===== config.mk =====
export PLATFORM = sky130hd
export DESIGN_NAME = fb_write_arbiter
export DESIGN_NICKNAME = d
export VERILOG_FILES = /design/src/rtl/fb_write_arbiter.sv
export SDC_FILE = /design/constraint.sdc
export NUM_CORES = 1
export LEC_CHECK = 0
export CELL_PAD_IN_SITES_DETAIL_PLACEMENT = 1
export CELL_PAD_IN_SITES_GLOBAL_PLACEMENT = 2
export CORE_MARGIN = 4
export CORE_UTILIZATION = 26
export DETAILED_ROUTE_END_ITERATION = 12
export GPL_TIMING_DRIVEN = 1
export PLACE_DENSITY = 0.86
export SETUP_SLACK_MARGIN = 0.15
export SLEW_MARGIN = 10
export SYNTH_ARGS = -nofsm -noshare
export SYNTH_HDL_FRONTEND = slang
export SYNTH_SLANG_ARGS = --single-unit

===== constraint.sdc =====
create_clock -name clk -period 5.79 [get_ports clk]
set_input_delay 1.158 -clock clk [delete_from_list [all_inputs] [get_ports clk]]
set_output_delay 1.158 -clock clk [all_outputs]
set_load 0.005 [all_outputs]

===== src/rtl/fb_write_arbiter.sv =====
// Round-robin write arbiter sharing the framebuffer write port between the CPU
// store path (requester 0) and the fill/blit engine (requester 1).
module fb_write_arbiter #(
    parameter int ADDR_W    = 20,
    parameter int DATA_W    = 24,
    parameter int TOT_PIX   = 921600,
    parameter int MAX_BURST = 16
) (
    input  logic              clk,
    input  logic              rst,
    input  logic              r0_valid,
    output logic              r0_ready,
    input  logic [ADDR_W-1:0] r0_addr,
    input  logic [DATA_W-1:0] r0_data,
    input  logic              r0_last,
    input  logic              r1_valid,
    output logic              r1_ready,
    input  logic [ADDR_W-1:0] r1_addr,
    input  logic [DATA_W-1:0] r1_data,
    input  logic              r1_last,
    output logic              fb_we,
    output logic [ADDR_W-1:0] fb_addr,
    output logic [DATA_W-1:0] fb_data,
    input  logic              fb_ready,
    output logic              grant_id,
    output logic              busy,
    output logic              oob_err
);

    localparam int                CNT_W     = $clog2(MAX_BURST + 1);
    localparam logic [ADDR_W-1:0] TOT_PIX_A = ADDR_W'(TOT_PIX);
    localparam logic [CNT_W-1:0]  MAX_CNT   = CNT_W'(MAX_BURST);

    typedef enum logic [1:0] {
        ST_IDLE   = 2'd0,
        ST_GRANT0 = 2'd1,
        ST_GRANT1 = 2'd2
    } state_t;

    function automatic logic addr_in_range(input logic [ADDR_W-1:0] addr);
        return (addr < TOT_PIX_A);
    endfunction

    state_t             state_r;
    state_t             state_s;
    logic [CNT_W-1:0]   burst_cnt_r;
    logic [CNT_W-1:0]   cnt_inc_s;
    logic               last_served_r;
    logic               fb_we_r;
    logic [ADDR_W-1:0]  fb_addr_r;
    logic [DATA_W-1:0]  fb_data_r;
    logic               grant_id_r;
    logic               oob_err_r;

    logic               sink_free_s;
    logic               r0_ready_s;
    logic               r1_ready_s;
    logic               gnt_active_s;
    logic               gnt_valid_s;
    logic [ADDR_W-1:0]  gnt_addr_s;
    logic [DATA_W-1:0]  gnt_data_s;
    logic               gnt_last_s;
    logic               other_valid_s;
    logic               accept_s;
    logic               beat_ok_s;
    logic               beat_oob_s;
    logic               release_s;

    // The held beat frees the output register either when it is absent or consumed now.
    assign sink_free_s = !fb_we_r || fb_ready;
    assign cnt_inc_s   = burst_cnt_r + CNT_W'(1);

    // State register.
    always_ff @(posedge clk or negedge rst) begin
        if (!rst) begin
            state_r <= ST_IDLE;
        end else begin
            state_r <= state_s;
        end
    end

    // Next-state: tie-break on last_served in IDLE, direct handoff on release.
    always_comb begin
        state_s = state_r;
        case (state_r)
            ST_IDLE: begin
                if (r0_valid && r1_valid) begin
                    state_s = last_served_r ? ST_GRANT0 : ST_GRANT1;
                end else if (r0_valid) begin
                    state_s = ST_GRANT0;
                end else if (r1_valid) begin
                    state_s = ST_GRANT1;
                end else begin
                    state_s = ST_IDLE;
                end
            end
            ST_GRANT0: begin
                if (release_s) begin
                    state_s = r1_valid ? ST_GRANT1 : ST_IDLE;
                end else begin
                    state_s = ST_GRANT0;
                end
            end
            ST_GRANT1: begin
                if (release_s) begin
                    state_s = r0_valid ? ST_GRANT0 : ST_IDLE;
                end else begin
                    state_s = ST_GRANT1;
                end
            end
            default: begin
                state_s = ST_IDLE;
            end
        endcase
    end

    // Output decode: steer the granted requester onto the beat path and gate its ready.
    always_comb begin
        r0_ready_s    = 1'b0;
        r1_ready_s    = 1'b0;
        gnt_active_s  = 1'b0;
        gnt_valid_s   = 1'b0;
        gnt_addr_s    = '0;
        gnt_data_s    = '0;
        gnt_last_s    = 1'b0;
        other_valid_s = 1'b0;
        case (state_r)
            ST_GRANT0: begin
                r0_ready_s    = sink_free_s;
                gnt_active_s  = 1'b1;
                gnt_valid_s   = r0_valid;
                gnt_addr_s    = r0_addr;
                gnt_data_s    = r0_data;
                gnt_last_s    = r0_last;
                other_valid_s = r1_valid;
            end
            ST_GRANT1: begin
                r1_ready_s    = sink_free_s;
                gnt_active_s  = 1'b1;
                gnt_valid_s   = r1_valid;
                gnt_addr_s    = r1_addr;
                gnt_data_s    = r1_data;
                gnt_last_s    = r1_last;
                other_valid_s = r0_valid;
            end
            default: begin
                r0_ready_s = 1'b0;
                r1_ready_s = 1'b0;
            end
        endcase
    end

    // Beat acceptance and burst termination; a stalled requester ends its burst.
    always_comb begin
        accept_s   = gnt_active_s && gnt_valid_s && sink_free_s;
        beat_ok_s  = accept_s && addr_in_range(gnt_addr_s);
        beat_oob_s = accept_s && !addr_in_range(gnt_addr_s);
        if (gnt_active_s) begin
            release_s = !gnt_valid_s ||
                        (accept_s && (gnt_last_s || (cnt_inc_s == MAX_CNT)));
        end else begin
            release_s = 1'b0;
        end
    end

    // Burst counter and round-robin history; out-of-range beats still count.
    always_ff @(posedge clk or negedge rst) begin
        if (!rst) begin
            burst_cnt_r   <= '0;
            last_served_r <= 1'b1;
        end else if (release_s) begin
            burst_cnt_r   <= '0;
            last_served_r <= (state_r == ST_GRANT1);
        end else if (accept_s) begin
            burst_cnt_r   <= cnt_inc_s;
            last_served_r <= last_served_r;
        end else begin
            burst_cnt_r   <= burst_cnt_r;
            last_served_r <= last_served_r;
        end
    end

    // Grant id follows the state being entered and keeps the last owner through IDLE.
    always_ff @(posedge clk or negedge rst) begin
        if (!rst) begin
            grant_id_r <= 1'b0;
        end else if (state_s == ST_GRANT0) begin
            grant_id_r <= 1'b0;
        end else if (state_s == ST_GRANT1) begin
            grant_id_r <= 1'b1;
        end else begin
            grant_id_r <= grant_id_r;
        end
    end

    // Write beat register: load on accept, hold under backpressure, drop after consumption.
    always_ff @(posedge clk or negedge rst) begin
        if (!rst) begin
            fb_we_r   <= 1'b0;
            fb_addr_r <= '0;
            fb_data_r <= '0;
        end else if (beat_ok_s) begin
            fb_we_r   <= 1'b1;
            fb_addr_r <= gnt_addr_s;
            fb_data_r <= gnt_data_s;
        end else if (fb_we_r && fb_ready) begin
            fb_we_r   <= 1'b0;
            fb_addr_r <= fb_addr_r;
            fb_data_r <= fb_data_r;
        end else begin
            fb_we_r   <= fb_we_r;
            fb_addr_r <= fb_addr_r;
            fb_data_r <= fb_data_r;
        end
    end

    // One-cycle pulse for a dropped out-of-range beat.
    always_ff @(posedge clk or negedge rst) begin
        if (!rst) begin
            oob_err_r <= 1'b0;
        end else begin
            oob_err_r <= beat_oob_s;
        end
    end

    assign r0_ready = r0_ready_s;
    assign r1_ready = r1_ready_s;
    assign fb_we    = fb_we_r;
    assign fb_addr  = fb_addr_r;
    assign fb_data  = fb_data_r;
    assign grant_id = grant_id_r;
    assign oob_err  = oob_err_r;
    assign busy     = (state_r != ST_IDLE) || fb_we_r;

endmodule


==> results of run 1 <==
-- worst register-to-register path, stage by stage (launching register included) --
cell,delay [ns]
dfrtp_1,0.41
inv_1,0.10
ha_2,0.55
buf_4,0.40
a22oi_4,0.14
nor3_4,0.46
nand3b_4,0.17
o41ai_4,0.09
buf_4,0.36
mux2_1,0.40
-- worst max-delay path by stage --
stage / startpoint / slack (ns) / end / depth (start not counted)
detailed placement: fb_ready / 2.15 / r1_ready / 4
finish: state_r[0] / 2.15 / r1_ready / 6
floorplan: r0_last / 3.02 / grant_id / 8
global route: state_r[0] / 1.96 / r1_ready / 6
CTS: state_r[0] / 2.12 / r1_ready / 6
global placement: fb_ready / 2.15 / r1_ready / 4
-- final cells by class --
type	count	area, sq um	area share
inverter	10	37.54	0.008017
timing repair buffer	150	1481	0.3164
multi-input combinational	195	1466	0.3132
clock inverter	1	5.005	0.001069
sequential	55	1378	0.2942
clock buffer	6	138.9	0.02966
tap	140	175.2	0.03741
-- metal layers --
layer,GRT usage,vias to the layer above
met4,0.02895,0
met1,0.1675,1292
met5,0,-
met3,0.04842,4
met2,0.2504,98
li1,-,1282
-- power groups by stage --
stage / registers, W / logic [W] / clock network, W
after floorplan: 0.000524 / 0.000631 / 0
after global placement: 0.000521 / 0.00101 / 0
after detailed placement: 0.000526 / 0.00103 / 0
after CTS: 0.000520 / 0.00103 / 0.000312
after global routing: 0.000530 / 0.00113 / 0.000328
final: 0.000518 / 0.00100 / 0.000299
-- state kept, by name, summed over array words and instances, names as in the netlist --
register       cells
burst_cnt_r        5
fb_addr           20
fb_data           24
fb_we              1
grant_id           1
last_served_r      1
oob_err            1
state_r            2
-- per-stage QoR --
stage	setup WS (ns)	instance area (sq um)	hold slack, ns
after global routing	1.960	4682	0.5136
after floorplan	3.019	2983	0.4699
after global placement	2.147	4538	0.4668
final	2.147	4682	0.4833
after CTS	2.120	4682	0.4912
after detailed placement	2.149	4538	0.4760
-- cell usage after synthesis (3+ instances only) --
cell type	n
mux2_1	35
nand3_1	7
ha_1	6
mux2_2	4
dfrtp_1	54
nand4_1	3
clkbuf_1	13
a21oi_1	3
nand2_1	13
xor2_1	3
mux2i_1	3
a22oi_1	38
buf_6	4
o22ai_1	4
inv_1	10
nor2_1	44
a31oi_1	3
a22o_1	8
nand2b_1	3
-- cells by family after synthesis --
| kind of cell | count (synthesis) |
|---|---|
| AND/OR/NAND/NOR | 79 |
| AO/OA/AOI/OAI | 64 |
| flip-flops | 55 |
| multiplexers | 42 |
| buffers and inverters | 29 |
| adder cells (fa/ha/maj) | 6 |
| XOR/XNOR | 4 |
==> flow_summary.json, run 1 <==
{
  "pwr-share-seq": 0.285,
  "synthMuxAreaShare": 0.1573,
  "dp.cells": 550,
  "gr-usage-all-layers": 0.1418,
  "synth_area_leaders": "dfrtp_1 (45%), mux2_1 (13%), a22oi_1 (9.6%)",
  "path_delay_family": "buffers and inverters",
  "final_common_cell": "clkdlybuf4s50_1",
  "drc_errors": 0,
  "num_io_pins": 145,
  "finish.utilization": 0.4245,
  "worstPathRequired_ns": 4.63,
  "p_leak_nw": 2.002,
  "antenna_found_initial": 0,
  "holdCritPathClass": "register to register",
  "tns_ns": 0,
  "ys.warnings.count": 0,
  "peakVddDrop_mv": 0.3205,
  "slew_headroom": 0.4914,
  "core_sq_um": 11030,
  "dp_hpwl_mm": 7.125,
  "tightest_slew_ns": 0.7595,
  "crit_top_cell": "inv_1",
  "max_freq_mhz": 274.5,
  "synth_top_family_by_area": "compound AO/OA/AOI/OAI gates",
  "drive_gt1_frac": 0.06715,
  "rsz0062_at_grt": "false",
  "r2r-start": "state_r[0]",
  "status": "finished clean",
  "finalCritPeriodShare": 0.6292,
  "die_area_sq_um": 13250,
  "synthesis.nets": 380,
  "viasPerCell": 4.804,
  "clock_path_buffers": 2,
  "grt_max_degree": 56,
  "die_w_microns": 115.1,
  "finalNonFillerCells": 557,
  "m1WireLength_mm": 3.864,
  "power_w": 0.001818,
  "antenna_cells": 0,
  "drtPass1Iterations": 4,
  "cts_made_buffers": 5,
  "synth_cell_type_count": 36,
  "end_kind": "primary output",
  "whs_endpoint": "fb_data[13]",
  "final_cell_mix": "clkdlybuf4s50_1 (143), dfrtp_1 (54), nor2_1 (44)",
  "tritoncts": "yes",
  "routed_wl_mm": 9.409,
  "path_buf_inv": 4,
  "root_buffer": "clkbuf_16",
  "hold_viol": 0,
  "clk_pin_slew_ns": 0.06,
  "synth_edf_count": 0,
  "hp-start": "fb_data[13]",
  "post_cts_buffers": 0,
  "dr.first_iter.drc_count": 76,
  "cts_resized": 0,
  "clock-skew-final_ns": 0.005336,
  "hold_depth": 1,
  "period_minus_slack_ns": 3.643,
  "vias": 2676,
  "insertion_delay_ns": 0.28,
  "yosys.area.top_type": "dfrtp_1",
  "grt_pass1_vias": 2984,
  "p_clk_frac": 0.164,
  "setup_violations": 0,
  "reg2reg_to": "fb_addr[6]",
  "synth_cells": 279,
  "cp-start-kind": "register",
  "wl_met2_mm": 4.604,
  "syn_area_sq_um": 2983,
  "die_h_microns": 115.1,
  "routabilityCongestion": 0.7922,
  "synth_seq_cells": 55,
  "comb_power_share": 0.551,
  "wl_per_cell_microns": 16.89,
  "synth_xor_area_frac": 0.01174,
  "yosys.area_share.simple": 0.1242,
  "cts.sink_count": 55,
  "syn_to_final_growth_pct": 56.96,
  "synth.top_cell.area_share": 0.4530,
  "path_cells": "inv_1 -> ha_2 -> buf_4 -> inv_1 -> nor2_1 -> clkdlybuf4s50_1",
  "synth_top_flop_cell": "dfrtp_1",
  "criticalPathCategory": "register to primary output",
  "synth-compound-area-share": 0.1716,
  "pwr_density_cell_nw_per_um2": 388.2,
  "path_max_fanout": 28,
  "drtAntennaViolNets": 0,
  "routed.top_layer": "met4",
  "gr-total-overflow": 0,
  "wl_met3_microns": 882,
  "cpPeakStageDelay_ns": 0.55,
  "cts_max_level": 2,
  "rrSetupSlack_ns": 2.60,
  "n_fill_cell": 1237,
  "floorplan.initialDensity": 0.2704,
  "arrival_ns": 2.49,
  "syn_area_per_cell_sq_um": 10.69,
  "final_net_count": 518,
  "ys_async_sr_fraction": 1.000,
  "r2r_cells": 9,
  "grt_pass1_wl_mm": 15.01,
  "numPortBuffers": 144,
  "row_count": 38,
  "p_switching_w": 0.0007029,
  "cts_hold_buf": 0,
  "yosys.area_share.adder": 0.02517,
  "cap_viol_max_count": 0,
  "yosysSeqAreaShare": 0.4618,
  "switching_share": 0.3867,
  "slew_viol_final": 0,
  "slowest_stage": "ha_2",
  "internal_power_w": 0.001115
}
Power figures use the tool's default switching activity.
==> run 2, diff against run 1 <==
Settings changed: CORE_UTILIZATION 26 to 21, PLACE_DENSITY 0.86 to 0.74.
Clock period 5.79 ns to 2.9 ns, I/O delays scaled along.
==> flow_summary.json, run 2 (synthesis results as in run 1) <==
{
  "status": "finished clean",
  "wl_per_cell_microns": 16.45,
  "slowest_stage": "o41a_1",
  "clock-skew-final_ns": 0.002840,
  "slew_viol_final": 0,
  "finalCritPeriodShare": 0.8983,
  "pwr_density_cell_nw_per_um2": 792.1,
  "cpPeakStageDelay_ns": 0.47,
  "max_freq_mhz": 383.9,
  "path_max_fanout": 15,
  "end_kind": "register",
  "vias": 2778,
  "tightest_slew_ns": 0.4366,
  "comb_power_share": 0.582,
  "slew_headroom": 0.7089,
  "die_w_microns": 127.2,
  "grt_pass1_wl_mm": 16.32,
  "core_sq_um": 13880,
  "holdCritPathClass": "primary input to asynchronous set/reset pin",
  "grt_max_degree": 39,
  "cap_viol_max_count": 0,
  "row_count": 43,
  "numPortBuffers": 144,
  "clock_path_buffers": 2,
  "die_h_microns": 127.2,
  "floorplan.initialDensity": 0.2149,
  "postLayoutCellArea_sq_um": 4903,
  "dr.first_iter.drc_count": 91,
  "viasPerCell": 4.524,
  "num_io_pins": 145,
  "tritoncts": "yes",
  "criticalPathCategory": "register to register",
  "p_switching_w": 0.001496,
  "syn_to_final_growth_pct": 64.39,
  "pwr-share-seq": 0.268,
  "switching_share": 0.3853,
  "drc_errors": 0,
  "peakVddDrop_mv": 0.3685,
  "final_cell_mix": "clkdlybuf4s50_1 (143), dfrtp_1 (54), nor2_1 (44)",
  "path_buf_inv": 3,
  "holdWs_ns": 0.2122,
  "final_common_cell": "clkdlybuf4s50_1",
  "n_fill_cell": 1587,
  "routabilityCongestion": 0.7558,
  "cts_max_level": 2,
  "cts_hold_buf": 0,
  "insertion_delay_ns": 0.29,
  "rsz0062_at_grt": "false",
  "placed_cell_area_sq_um": 4731,
  "p_leak_nw": 2.090,
  "internal_power_w": 0.002388,
  "path_cells": "inv_1 -> ha_4 -> a22o_1 -> o41a_1 -> nand3b_4 -> o41ai_4 -> buf_4 -> buf_12 -> mux2_1",
  "power_w": 0.003884,
  "dp_hpwl_mm": 7.915,
  "routed_wl_mm": 10.10,
  "root_buffer": "clkbuf_16",
  "arrival_ns": 2.77,
  "cts_made_buffers": 5,
  "setup_violations": 0,
  "hold_viol": 0,
  "largest_reg_flops": 24,
  "cp-start-kind": "register",
  "drive_gt1_frac": 0.09908,
  "grt_pass1_vias": 3093,
  "drtPass1Iterations": 4,
  "gr-usage-all-layers": 0.1260,
  "antenna_cells": 0,
  "gr-total-overflow": 0,
  "cts.sink_count": 55,
  "die_area_sq_um": 16170,
  "drtAntennaViolNets": 0,
  "p_clk_frac": 0.150,
  "path_delay_family": "compound AO/OA/AOI/OAI gates",
  "antenna_found_initial": 0,
  "clk_pin_slew_ns": 0.07,
  "period_minus_slack_ns": 2.605,
  "worstPathRequired_ns": 3.07,
  "final_net_count": 534
}
## run 2: changes by cell type in the layout (fill, tap and decap cells not counted)
| cell | delta |
|---|---|
| clkbuf_8 | -1 |
| clkbuf_1 | +2 |
| ha_2 | -2 |
| ha_4 | +2 |
| buf_4 | +13 |
| buf_12 | +3 |
## run 2: routing by layer
metal,GRT usage,vias to the layer above,part of all wire
met5,0,-,0
met4,0.01893,0,0.0048
met3,0.04390,4,0.078
met2,0.2077,85,0.46
met1,0.1636,1376,0.45
li1,-,1313,-
## run 2: worst paths after layout
kind | start | endpoint | slack, ns | cells after the start
setup / recovery | state_r[0] | fb_addr[19] | 0.29 | 9
hold / removal | rst | fb_addr[18] | 0.21 | 1
setup reg to reg | state_r[0] | fb_addr[19] | 0.29 | 9
hold reg to reg | fb_data[21] | fb_data[21] | 0.49 | 1
max in group asynchronous | rst | last_served_r | 2.00 | 2
min in group clk | fb_data[21] | fb_data[21] | 0.49 | 1
## run 2: timing repair
item	4_1_cts	5_1_grt
setup buffers	2	0
gates cloned	0	0
setup endpoints to repair	35	2
pin swaps	1	1
gates resized for setup	0	2
## run 2: power groups by stage
stage	sequential [W]	combinational [W]	clock, W
finish	0.00104	0.00226	0.000584
CTS	0.00104	0.00229	0.000605
global route	0.00107	0.00251	0.000650
global placement	0.00105	0.00221	0
detailed placement	0.00105	0.00226	0
floorplan	0.00105	0.00126	0
## run 2: per-stage QoR
stage	TNS [ns]	util	instances	setup WS, ns
floorplan	0	-	279	0.4823
global placement	-3.950	0.3408	604	-0.1313
detailed placement	-7.538	0.3408	604	-0.2302
CTS	0	0.3518	614	0.2364
global route	0	0.3533	614	0.1548
finish	0	0.3533	614	0.2949
## run 2: area by class of cell
type / instances / area (sq um) / area share
repair buffers: 166 / 1639 / 0.3343
multi-input cells: 195 / 1486 / 0.3031
flip-flops and latches: 55 / 1378 / 0.2809
well taps: 180 / 225.2 / 0.04593
clock buffers: 7 / 132.6 / 0.02705
inverters: 10 / 37.54 / 0.007655
clock inverters: 1 / 5.005 / 0.001021
==> run 3, diff against run 2 <==
Settings changed: ABC_AREA set to 1, CORE_MARGIN 4 to unset, CORE_UTILIZATION 21 to 20, CTS_CLUSTER_DIAMETER set to 120, PLACE_DENSITY 0.74 to 0.76.
==> flow_summary.json, run 3 <==
{
  "status": "finished clean",
  "cts.sink_count": 55,
  "syn_area_per_cell_sq_um": 8.587,
  "synthTopCellsByCount": "nand2_1 (117), dfrtp_1 (54), a22o_1 (42)",
  "hold_viol": 0,
  "m1WireLength_mm": 4.344,
  "criticalPathCategory": "register to primary output",
  "n_fill_cell": 1651,
  "final_common_cell": "clkdlybuf4s50_1",
  "num_io_pins": 145,
  "dp_hpwl_mm": 7.854,
  "crit_path_start": "state_r[1]",
  "insertion_delay_ns": 0.29,
  "cts_hold_buf": 0,
  "ys_async_sr_fraction": 1.000,
  "syn_to_final_growth_pct": 60.15,
  "yosys.area.top_type": "dfrtp_1",
  "tightest_slew_ns": 0.6830,
  "path_delay_family": "buffers and inverters",
  "synth_cell_type_count": 28,
  "synth.top_cell.area_share": 0.4588,
  "final_cell_mix": "clkdlybuf4s50_1 (143), nand2_1 (117), dfrtp_1 (54)",
  "p_leak_nw": 1.982,
  "synth_edf_count": 0,
  "finalNonFillerCells": 662,
  "wl_per_cell_microns": 15.21,
  "antenna_cells": 0,
  "die_area_sq_um": 15220,
  "post-synth-top-count-cell": "nand2_1",
  "drive_gt1_frac": 0.07676,
  "end_kind": "primary output",
  "slew_viol_final": 0,
  "tritoncts": "yes",
  "floorplan.initialDensity": 0.2089,
  "root_buffer": "clkbuf_16",
  "synth_top_flop_cell": "dfrtp_1",
  "cts_made_buffers": 5,
  "numPortBuffers": 144,
  "grt_pass1_vias": 3065,
  "dp.cells": 654,
  "path_buf_inv": 3,
  "setup_violations": 0,
  "pwr_density_cell_nw_per_um2": 917.5,
  "syn_area_sq_um": 2945,
  "antenna_found_initial": 0,
  "clock_path_buffers": 2,
  "routed_wl_mm": 10.07,
  "dr.first_iter.drc_count": 99,
  "dp_slack_ns": 0.3876,
  "cp-start-kind": "register",
  "viasPerCell": 4.461,
  "rsz0062_at_grt": "false",
  "drtAntennaViolNets": 0,
  "row_count": 43,
  "die_h_microns": 123.4,
  "holdWs_ns": 0.3242,
  "final_net_count": 582,
  "grt_max_degree": 54,
  "arrival_ns": 1.81,
  "clk_pin_slew_ns": 0.07,
  "wl_met2_mm": 5.083,
  "routed.top_layer": "met4",
  "cpPeakStageDelay_ns": 0.51,
  "post_cts_buffers": 0,
  "drc_errors": 0,
  "cts_max_level": 2,
  "r2r-start": "state_r[0]",
  "gr-total-overflow": 0,
  "ff_latch_area_sq_um": 1378,
  "multiInputGateArea_sq_um": 1363,
  "slew_headroom": 0.5446,
  "period_minus_slack_ns": 2.390,
  "wl_met3_microns": 540,
  "synth_area_leaders": "dfrtp_1 (46%), nand2_1 (15%), a22o_1 (12%)",
  "synth_seq_cells": 55,
  "max_freq_mhz": 418.4,
  "yosysSeqAreaShare": 0.4677,
  "gr-usage-all-layers": 0.1329,
  "peakVddDrop_mv": 0.4465,
  "holdCritPathClass": "primary input to asynchronous set/reset pin",
  "core_sq_um": 14100,
  "slowest_stage": "clkdlybuf4s50_1",
  "synth_cells": 343,
  "grt_pass1_wl_mm": 15.77,
  "clock-skew-final_ns": 0.004080,
  "path_cells": "inv_1 -> ha_2 -> inv_1 -> nor2_1 -> clkdlybuf4s50_1",
  "drtPass1Iterations": 6,
  "cap_viol_max_count": 0,
  "ys.warnings.count": 0,
  "path_max_fanout": 9,
  "worstPathRequired_ns": 2.32,
  "vias": 2953,
  "routabilityCongestion": 0.8453,
  "finalCritPeriodShare": 0.8241,
  "largest_reg_flops": 24,
  "die_w_microns": 123.4,
  "crit_top_cell": "inv_1",
  "tns_ns": 0,
  "synthesis.nets": 444,
  "cts_resized": 0,
  "fin_ws_ns": 0.5100
}
-- run 3: cell types whose count changed in the layout (fill, tap and decap cells not counted), sizes merged, moves of 11 or more --
cell	previous run	this run
mux2	39	0
nor2	44	7
buf	23	12
nand2	13	120
a22oi	39	0
a22o	8	42
o21ai	1	46
-- run 3: final cells by class --
type | count | share of cell area
clock buffer | 8 | 0.03316
multi-input combinational | 247 | 0.2889
timing repair buffer | 155 | 0.3247
inverter | 17 | 0.01353
sequential | 55 | 0.2920
tap | 180 | 0.04775
-- run 3: per-layer routing --
metal,global-route usage,vias up
li1,-,1432
met1,0.1611,1440
met2,0.2409,74
met3,0.02629,7
met4,0.02861,0
met5,0,-
-- run 3: report_power, final --
group,internal (W),total [W],leakage (nW),switching (W)
registers,0.00109,0.00127,0.745,0.000180
clock network,0.000369,0.000636,0.0772,0.000268
logic,0.00119,0.00243,1.16,0.00123
-- run 3: worst paths after layout --
path                                    end  slack (ns)  depth (start not counted)
worst max-delay path               r0_ready        0.51                          5
worst min-delay path            fb_data[12]        0.32                          1
worst max register to register   fb_addr[8]        0.56                          9
worst min register to register  fb_addr[16]        0.49                          2
max in group asynchronous       fb_data[20]        1.76                          2
min in group clk                fb_addr[16]        0.49                          2
-- run 3: kinds of logic after synthesis --
logic type / count (synthesis) / share of synthesized area
xor gates and xnor gates: 2 / 0.005948
DFF: 55 / 0.4677
and+or+nand+nor: 141 / 0.1929
buffers and inverters: 41 / 0.07136
adders and majority gates: 6 / 0.02549
AOI/OAI and AO/OA: 98 / 0.2366
-- run 3: metrics by stage --
stage / util / area (sq um) / total power [W]
final: 0.3346 / 4717 / 0.004328
after global routing: 0.3346 / 4717 / 0.004708
after CTS: 0.3346 / 4717 / 0.004428
after detailed placement: 0.3235 / 4561 / 0.003761
after global placement: 0.3235 / 4561 / 0.003701
after floorplan: - / 2945 / 0.002535
